<file path="src/rtl/cla_pkg.sv">
// Shared constants and helpers for the pipelined carry-lookahead adder.
package cla_pkg;

    // Width of one carry-lookahead slice; each pipeline stage adds one slice.
    localparam int SLICE_W = 4;

    // Number of pipeline stages needed to cover an operand of the given width.
    function automatic int calc_stages(input int width);
        return width / SLICE_W;
    endfunction

endpackage

</file>
<file path="src/rtl/carry_lookahead_4bit.sv">
// Purely combinational 4-bit carry-lookahead slice: generate/propagate terms
// give every internal carry in two gate levels instead of a ripple chain.
module carry_lookahead_4bit
    import cla_pkg::*;
(
    output logic               Cout,
    output logic [SLICE_W-1:0] S,
    input  logic [SLICE_W-1:0] X,
    input  logic [SLICE_W-1:0] Y,
    input  logic               Cin
);

    logic [SLICE_W-1:0] w_p;
    logic [SLICE_W-1:0] w_g;
    logic [SLICE_W:0]   w_c;

    assign w_p = X ^ Y;
    assign w_g = X & Y;

    assign w_c[0] = Cin;
    assign w_c[1] = w_g[0]
                  | (w_p[0] & Cin);
    assign w_c[2] = w_g[1]
                  | (w_p[1] & w_g[0])
                  | (w_p[1] & w_p[0] & Cin);
    assign w_c[3] = w_g[2]
                  | (w_p[2] & w_g[1])
                  | (w_p[2] & w_p[1] & w_g[0])
                  | (w_p[2] & w_p[1] & w_p[0] & Cin);
    assign w_c[4] = w_g[3]
                  | (w_p[3] & w_g[2])
                  | (w_p[3] & w_p[2] & w_g[1])
                  | (w_p[3] & w_p[2] & w_p[1] & w_g[0])
                  | (w_p[3] & w_p[2] & w_p[1] & w_p[0] & Cin);

    assign S    = w_p ^ w_c[SLICE_W-1:0];
    assign Cout = w_c[SLICE_W];

endmodule

</file>
<file path="src/rtl/cla_pipe_adder.sv">
// Pipelined WIDTH-bit adder: one 4-bit carry-lookahead slice per stage, the
// carry handed from stage to stage through a register. Operands travel down
// the pipe alongside the partial sum so each stage finds its slice in place.
// The whole pipe advances as one unit under a valid/ready handshake.
module cla_pipe_adder
    import cla_pkg::*;
#(
    parameter int WIDTH = 16
) (
    input  logic             clk,
    input  logic             rst,
    input  logic             in_valid,
    output logic             in_ready,
    input  logic [WIDTH-1:0] X,
    input  logic [WIDTH-1:0] Y,
    input  logic             Cin,
    output logic             out_valid,
    input  logic             out_ready,
    output logic [WIDTH-1:0] S,
    output logic             Cout
);

    localparam int STAGES = calc_stages(WIDTH);

    // Stage registers (index k = stage k).
    logic [STAGES-1:0] r_vld;
    logic [STAGES-1:0] r_cy;
    logic [WIDTH-1:0]  r_sum [STAGES];
    logic [WIDTH-1:0]  r_x   [STAGES];
    logic [WIDTH-1:0]  r_y   [STAGES];

    // What each stage sees at its input, and what its slice produces.
    logic [STAGES-1:0]  w_vld_in;
    logic [STAGES-1:0]  w_cy_in;
    logic [STAGES-1:0]  w_cy_out;
    logic [WIDTH-1:0]   w_sum_in [STAGES];
    logic [WIDTH-1:0]   w_x_in   [STAGES];
    logic [WIDTH-1:0]   w_y_in   [STAGES];
    logic [SLICE_W-1:0] w_s      [STAGES];

    logic w_adv;

    // The pipe only moves when the output slot is empty or being drained,
    // so a stalled consumer freezes every stage and no bubble is squeezed.
    assign w_adv    = !r_vld[STAGES-1] || out_ready;
    // Reset empties the pipe, so the input side is offered as ready then
    // (whatever is presented is discarded by the reset branch below).
    assign in_ready = w_adv || rst;

    // Stage k adds operand bits [4k+3:4k] using the carry registered by stage k-1.
    for (genvar k = 0; k < STAGES; k++) begin : g_stage
        if (k == 0) begin : g_first
            assign w_vld_in[k] = in_valid;
            assign w_cy_in[k]  = Cin;
            assign w_sum_in[k] = '0;
            assign w_x_in[k]   = X;
            assign w_y_in[k]   = Y;
        end else begin : g_next
            assign w_vld_in[k] = r_vld[k-1];
            assign w_cy_in[k]  = r_cy[k-1];
            assign w_sum_in[k] = r_sum[k-1];
            assign w_x_in[k]   = r_x[k-1];
            assign w_y_in[k]   = r_y[k-1];
        end

        carry_lookahead_4bit u_cla (
            .Cout (w_cy_out[k]),
            .S    (w_s[k]),
            .X    (w_x_in[k][SLICE_W*k +: SLICE_W]),
            .Y    (w_y_in[k][SLICE_W*k +: SLICE_W]),
            .Cin  (w_cy_in[k])
        );
    end

    // Shift all stages together on advance; reset clears valid, carry and sum state.
    always_ff @(posedge clk) begin
        if (rst) begin
            r_vld <= '0;
            r_cy  <= '0;
            for (int k = 0; k < STAGES; k++) begin
                r_sum[k] <= '0;
                r_x[k]   <= '0;
                r_y[k]   <= '0;
            end
        end else if (w_adv) begin
            for (int k = 0; k < STAGES; k++) begin
                r_vld[k] <= w_vld_in[k];
                r_cy[k]  <= w_cy_out[k];
                r_sum[k] <= w_sum_in[k]
                          | ({{(WIDTH-SLICE_W){1'b0}}, w_s[k]} << (SLICE_W*k));
                r_x[k]   <= w_x_in[k];
                r_y[k]   <= w_y_in[k];
            end
        end
    end

    // Final stage holds the completed result.
    assign out_valid = r_vld[STAGES-1];
    assign S         = r_sum[STAGES-1];
    assign Cout      = r_cy[STAGES-1];

endmodule

</file>
<file path="config.mk">
export PLATFORM = sky130hd
export DESIGN_NAME = cla_pipe_adder
export DESIGN_NICKNAME = d
export VERILOG_FILES = /design/src/rtl/cla_pkg.sv /design/src/rtl/carry_lookahead_4bit.sv /design/src/rtl/cla_pipe_adder.sv
export SDC_FILE = /design/constraint.sdc
export NUM_CORES = 1
export LEC_CHECK = 0
export CORE_ASPECT_RATIO = 0.75
export CORE_MARGIN = 3
export CORE_UTILIZATION = 45
export DETAILED_ROUTE_END_ITERATION = 12
export PLACE_DENSITY_LB_ADDON = 0.25
export SLEW_MARGIN = 15
export SYNTH_ARGS = -nofsm -noshare
export SYNTH_HDL_FRONTEND = slang
export SYNTH_HIERARCHICAL = 1
export SYNTH_SLANG_ARGS = --single-unit
</file>
<file path="constraint.sdc">
create_clock -name clk -period 3.3 [get_ports clk]
set_input_delay 0.33 -clock clk [delete_from_list [all_inputs] [get_ports clk]]
set_output_delay 0.33 -clock clk [all_outputs]
set_load 0.01 [all_outputs]
</file>
Word-level counts from Yosys, hierarchy flattened
Memory sizes are Yosys's and may differ from the RTL's.
Index checks and enable logic that the tools add are counted.
W data, S select, Z words.
{"block": "word_totals", "n_memories": 3, "reg_bits": 8, "output_inout_bits": 19, "ramBits": 192, "inputBits": 37, "elab_cells": 156}
{"block": "op_classes", "n_reduce_logical": 3, "bitwise": 131, "muxes": 17}
{"name": "r_sum", "words": 4, "word_bits": 16, "read_ports": 4, "rd_ports_with_merged_regs": 0, "write_ports": 4, "line": "cla_pipe_adder.sv:28", "rtl": "logic [WIDTH-1:0] r_sum [STAGES];"}
{"name": "r_x", "words": 4, "word_bits": 16, "read_ports": 3, "rd_ports_with_merged_regs": 0, "write_ports": 4, "line": "cla_pipe_adder.sv:29", "rtl": "logic [WIDTH-1:0] r_x [STAGES];"}
{"name": "r_y", "words": 4, "word_bits": 16, "read_ports": 3, "rd_ports_with_merged_regs": 0, "write_ports": 4, "line": "cla_pipe_adder.sv:30", "rtl": "logic [WIDTH-1:0] r_y [STAGES];"}
{"cell": "$mux W16", "n": 12}
{"cell": "$and A1 B1 Y1", "n": 64}
{"cell": "$or A1 B1 Y1", "n": 52}
{"cell": "$xor A4 B4 Y4", "n": 8}
{"cell": "$and A4 B4 Y4", "n": 4}
{"cell": "$or A16 B12 Y16", "n": 1}
{"cell": "$or A16 B16 Y16", "n": 1}
{"cell": "$or A16 B8 Y16", "n": 1}
{"cell": "$mux W1", "n": 5}
{"cell": "$logic_or A1 B1 Y1", "n": 2}
{"cell": "$logic_not A1 Y1", "n": 1}

Depth between registers and ports, before layout
Gate-level depths: netlist of the first run.
An unclocked memory read counts as a cell.
{"block": "logic_depth", "depth_word": 9, "ltp_mapped": 6, "ltp_nobuf": 6}

Cells and area by module
The synthesis of the first run kept the hierarchy.
{"module": "cla_pipe_adder", "area_each_um2": 4057.6, "cells_each": 230, "seq_area_each_um2": 2802.7, "n_inst": 1}
{"module": "carry_lookahead_4bit (g_stage[0].u_cla ...)", "area_each_um2": 147.6, "cells_each": 17, "seq_area_each_um2": 0.0, "n_inst": 3}
{"module": "carry_lookahead_4bit (g_stage[3].u_cla)", "area_each_um2": 132.6, "cells_each": 13, "seq_area_each_um2": 0.0, "n_inst": 1}

Least setup slack after synthesis of the first run
Ideal clock, no wire load.
{"block": "synth_timing", "path_kind": "in2reg", "startpoint": "input port rst", "endpoint": "memory r_sum[0][0], enable pin", "n_path_buf": 2, "arrival_time_ns": 2.990, "slack_ns": -0.154, "t_required_ns": 2.835, "stages": 3, "setup_ns": 0.465, "path_cell_list": "buf_2 > clkbuf_1 > nand2b_1"}
{"item": "start, declared", "line": "cla_pipe_adder.sv:11", "rtl": "input logic rst,"}
{"item": "end, declared", "line": "cla_pipe_adder.sv:28"}

Worst setup path in the final report of the first run
{"block": "layout_timing", "startpoint": "input port out_ready", "endpoint": "output port in_ready"}
{"block": "layout_between", "elab_chain_len": 2}
{"item": "start, declared", "line": "cla_pipe_adder.sv:18", "rtl": "input logic out_ready,"}
{"item": "$logic_or A1 B1 Y1", "line": "cla_pipe_adder.sv:45", "rtl": "assign w_adv = !r_vld[STAGES-1] || out_ready;"}
{"item": "$logic_or A1 B1 Y1", "line": "cla_pipe_adder.sv:48", "rtl": "assign in_ready = w_adv || rst;"}
{"item": "end, declared", "line": "cla_pipe_adder.sv:13", "rtl": "output logic in_ready,"}
Every way passes these cells.

==> flow_summary.yaml, run 1 <==
grt:
  track_usage_pct: 12.5
  antenna_found_initial: 0
  grt-busiest-layer: "met2"
  grt_use_met2_pct: 18.5
  grt_pass1_vias: 2298
  grtUsageMet1_pct: 17.1
  grt_pass1_wl_um: 11100
  use_met3_pct: 4.39
  grt_overflow: 0
  grt_max_degree: 89
hold_path:
  min_from: "r_vld[2]"
  hold_depth: 2
  min_to: "r_vld[3]"
  min-delay-path-class: "flip-flop to flip-flop"
route:
  firstDrtPassIters: 4
  drt_iter0_drc: 166
  dr_total_vias: 2372
  ant_nets: 0
  wirelength_um: 6840
  vias_per_cell: 4.96
  wl_per_cell_um: 14.3
  drc: 0
clock_network:
  path_clk_slew_ns: 0.07
  cts_tree: "done"
  clkSinkCount: 96
  post_cts_buffers: 0
  root_buffer: "clkbuf_16"
  ctsResizeCount: 0
  clockBufferDepth: 2
  h-tree-depth: 3
  clock_latency_ns: 0.34
  holdBufCountCts: 0
  numCtsBuffers: 9
cells_and_area:
  area_growth_pct: 19.9
  final_cell_mix: "edfxtp_1 (88), clkdlybuf4s50_1 (54), nor3b_2 (50)"
  layout.cells.non_filler: 478
  fin_nets: 398
  antennaDiodeCount: 0
  drive_gt1_share_pct: 20.5
  layout_commonest_cell: "edfxtp_1"
timing:
  fin_skew_ns: 0.0111
  setup_viol: 0
  period_share_pct: 72.5
  rsz0062_at_grt: "no"
  hold_violations: 0
  relSlewSlack_pct: 43.8
  drv_slew: 0
  fmax_mhz: 418
  tightest_slew_ns: 0.843
  fin_crit_ns: 2.39
  fin_setup_tns_ns: 0
yosys:
  syn_avg_cell_area_um2: 15.8
  yosys_warnings: 6
  syn_nets: 351
  synth_area_leaders: "edfxtp_1 (57%), nor3b_2 (14%), nor3b_1 (6.2%)"
  syn_inst: 294
  syn-cell-area_um2: 4630
  ys_seq_elements: 96
  synthDistinctLibCells: 22
  ys_seq_area_share_pct: 60.5
  yosysTopAreaCellShare_pct: 57.0
  synth_area_leader_cell: "edfxtp_1"
worst_setup_path:
  cp-end-kind: "output port"
  worst_r2r_endpoint: "r_sum[1][7]"
  path_max_fanout: 19
  rr_worst_depth: 3
  critical_path_arrival_ns: 2.06
  start_kind: "input pin"
  cpMostUsedCell: "clkdlybuf4s50_1"
  r2r_slack_ns: 1.32
  r2r_start: "r_vld[3]"
  path_cells: "clkdlybuf4s50_1 > nor2b_4 > nand2b_4 > clkdlybuf4s50_1"
  worstSetupPathType: "input pin to output port"
  crit_slowest_cell: "nor2b_4"
  cpPeakStageDelay_ns: 0.57
  worstPathRequired_ns: 2.97
power_and_ir_drop:
  power.density_nw_per_um2: 499
  p_leak_nw: 2.22
  finalPower_w: 0.00277
  max-vdd-ir-drop_uv: 337
floorplanning:
  die_h_um: 93.9
  initial_core_util_pct: 47.0
  rows: 31
  ios: 56
  core-area_um2: 9850
  dieArea_um2: 11600
  die_w_um: 123
flow_run:
  maxCapViolCount: 0
placement:
  gp_congestion: 0.727
  port_buffers: 55
  dp_hpwl_um: 3960
  dpl.cell_count: 462
run_status:
  status: "finished, final reports clean"
==> where the power goes <==
part           leakage, nW  switching [W]  internal, W  total (W)
combinational        0.959      0.0000970     0.000147   0.000244
clock                0.153       0.000439     0.000668    0.00111
sequential            1.11      0.0000195      0.00140    0.00142
total                 2.22       0.000556      0.00222    0.00277
==> cells by family after synthesis <==
group                      after synthesis  synth area share [%]
and+or+nand+nor                        103                  22.2
DFF                                     96                  60.5
AOI/OAI and AO/OA                       26                  3.78
muxes                                    2                 0.432
buffers and inverters                   35                  4.75
xor gates and xnor gates                12                  2.27
adders and majority gates               20                  6.05
==> cells in the mapped netlist, drive strengths merged <==
cell type,instances
nor2b,1
buf,21
nand2b,9
clkbuf,1
inv,13
o21ai,5
fa,4
xnor2,7
mux2i,2
a31o,4
edfxtp,88
or4bb,1
a21o,12
nand4bb,4
ha,16
dfxtp,8
nor3b,88
a21oi,5
xor2,5
==> stage by stage <==
| stage | util [%] | setup slack (ns) | hold slack [ns] | cell area (um^2) |
|---|---|---|---|---|
| finish | 56.4 | 0.907 | 0.455 | 5560 |
| global route | 56.4 | 0.788 | 0.496 | 5560 |
| CTS | 56.4 | 0.878 | 0.456 | 5560 |
| detailed placement | 53.2 | 0.890 | 0.442 | 5240 |
| global placement | 53.2 | 0.940 | 0.435 | 5240 |
| floorplan | - | 0.885 | 0.425 | 4640 |
==> metal layers <==
metal	share of wire (%)	vias to the layer above
met5	0	-
met4	1.1	0
met3	5.6	5
met2	46	49
met1	47	1133
li1	-	1185
==> how the worst max path moves through the flow <==
stage,endpoint,from,depth (start not counted),slack (ns)
floorplan,r_sum[0][0],rst,3,0.88
detailed placement,in_ready,out_ready,4,0.89
finish,in_ready,out_ready,4,0.91
CTS,in_ready,out_ready,4,0.88
global route,in_ready,r_vld[3],3,0.79
global placement,in_ready,out_ready,4,0.94
==> registers in the layout, summed over array words and instances (netlist names) <==
register / flops
r_sum: 40
r_x: 24
r_y: 24
r_cy: 4
r_vld: 4
==> worst max-delay path: cells and delay by family <==
family                 cells  cell delay [ns]
buffers and inverters      2             1.05
AND/OR/NAND/NOR            2             0.68
==> area by class of cell <==
cell class | count | area, um^2
inverters | 13 | 48.8
clock buffers | 10 | 229
clock inverters | 6 | 90.1
flip-flops and latches | 96 | 2800
well taps | 132 | 165
fillers | 808 | 4300
repair buffers | 58 | 596
multi-input cells | 163 | 1630
Note: power is estimated with default switching activity, not from simulation.
==> run 2: changes to the inputs <==
- clock period: 3.3 -> 2.2 ns (I/O delays scaled with it)
==> flow_summary.yaml, run 2 (synthesis gave the netlist of run 1 again) <==
clock_network:
  cts_tree: "done"
  path_clk_slew_ns: 0.06
  clkSinkCount: 96
  clock_latency_ns: 0.34
  root_buffer: "clkbuf_16"
  ctsResizeCount: 0
  holdBufCountCts: 0
  post_cts_buffers: 0
  h-tree-depth: 3
  numCtsBuffers: 9
  clockBufferDepth: 2
power_and_ir_drop:
  max-vdd-ir-drop_uv: 592
  switching_share_pct: 20.2
  clockPowerShare_pct: 39.9
  internal_power_w: 0.00332
  pwr-share-comb_pct: 8.9
  p_leak_nw: 2.24
  p_sw_w: 0.000841
  power.share.sequential_pct: 51.2
  power.density_nw_per_um2: 744
  finalPower_w: 0.00416
timing:
  setup_viol: 0
  relSlewSlack_pct: 60.6
  fin_setup_tns_ns: 0
  fin_skew_ns: 0.00554
  rsz0062_at_grt: "no"
  setup_ws_ns: 0.516
  drv_slew: 0
  period_share_pct: 76.5
  tightest_slew_ns: 0.591
  fmax_mhz: 594
  hold_violations: 0
  fin_crit_ns: 1.68
route:
  drt_iter0_drc: 164
  ant_nets: 0
  drc: 0
  wirelength_um: 6960
  wl_per_cell_um: 14.4
  vias_per_cell: 5.06
  dr_total_vias: 2441
  firstDrtPassIters: 4
grt:
  track_usage_pct: 13.0
  grt_overflow: 0
  grt_pass1_wl_um: 11500
  antenna_found_initial: 0
  grt_pass1_vias: 2423
  grt-busiest-layer: "met2"
  grtUsageMet1_pct: 16.5
  grt_use_met2_pct: 20.1
  grt_max_degree: 89
  use_met3_pct: 4.76
cells_and_area:
  top_regs: "r_sum x40, r_x x24, r_y x24"
  regMostFlops: "r_sum"
  area_growth_pct: 20.6
  antennaDiodeCount: 0
  fin_nets: 402
  n_fill_cell: 842
  layout_commonest_cell: "edfxtp_1"
  largest_reg_flops: 40
  final_cell_mix: "edfxtp_1 (88), clkdlybuf4s50_1 (54), nor3b_2 (50)"
  drive_gt1_share_pct: 21.4
placement:
  port_buffers: 55
  gp_congestion: 0.699
  pre_cts_slack_ns: 0.267
  dp_hpwl_um: 4110
worst_setup_path:
  r2r_slack_ns: 0.53
  worstPathRequired_ns: 1.98
  critical_path_arrival_ns: 1.46
  path_max_fanout: 3
  cp-end-kind: "output port"
  worstSetupPathType: "input pin to output port"
  start_kind: "input pin"
  r2r_start: "r_y[0][4]"
  crit_start: "out_ready"
  worst_r2r_endpoint: "r_sum[1][7]"
  rr_worst_depth: 5
floorplanning:
  die_h_um: 93.9
  dieArea_um2: 11600
  die_w_um: 123
  initial_core_util_pct: 47.0
  ios: 56
  rows: 31
  core-area_um2: 9850
flow_run:
  maxCapViolCount: 0
hold_path:
  hold_depth: 2
  min-delay-path-class: "input pin to flip-flop"
  min_to: "r_x[0][5]"
  min_from: "rst"
run_status:
  status: "finished, final reports clean"
[run 2: worst max-delay path by stage]
stage / to / slack [ns] / cells past startpoint
floorplan: r_sum[0][0] / 0.37 / 4
global placement: r_sum[0][3] / 0.30 / 6
detailed placement: r_sum[0][3] / 0.27 / 6
CTS: in_ready / 0.49 / 3
global route: r_sum[3][15] / 0.44 / 5
finish: in_ready / 0.52 / 4
[run 2: through the flow]
| step | cell area (um^2) | utilization, % | cells | hold slack (ns) |
|---|---|---|---|---|
| floorplan | 4640 | - | 294 | 0.375 |
| global placement | 5270 | 53.5 | 466 | 0.461 |
| detailed placement | 5270 | 53.5 | 466 | 0.456 |
| CTS | 5590 | 56.7 | 482 | 0.392 |
| global route | 5590 | 56.7 | 482 | 0.407 |
| finish | 5590 | 56.7 | 482 | 0.399 |
[run 2: layer usage]
layer / wire length, um / share of wire (%) / vias to the layer above
met4: 134 / 1.9 / 0
met3: 332 / 4.8 / 12
met2: 3270 / 47 / 49
met5: 0 / 0 / -
li1: - / - / 1194
met1: 3220 / 46 / 1186
[run 2: cell type report]
cell class                      instances  area [um^2]  area share (%)
Sequential cell                        96         2800            50.1
Multi-Input combinational cell        163         1630            29.1
Timing Repair Buffer                   62          626            11.2
Clock buffer                            9          225            4.03
Tap cell                              132          165            2.95
Clock inverter                          7         96.3            1.72
Inverter                               13         48.8           0.873
[run 2: power by group through the flow]
stage                     combinational, W  sequential (W)  clock (W)
final                             0.000370         0.00213    0.00166
after global routing              0.000409         0.00214    0.00177
after CTS                         0.000376         0.00213    0.00171
after detailed placement          0.000372         0.00217          0
after global placement            0.000365         0.00217          0
after floorplan                   0.000236         0.00217          0
[run 2: worst max-delay path, stage by stage]
cell and delay [ns]:
clkdlybuf4s50_1 0.47, nor2b_4 0.20, nand2b_4 0.08, clkdlybuf4s50_1 0.49
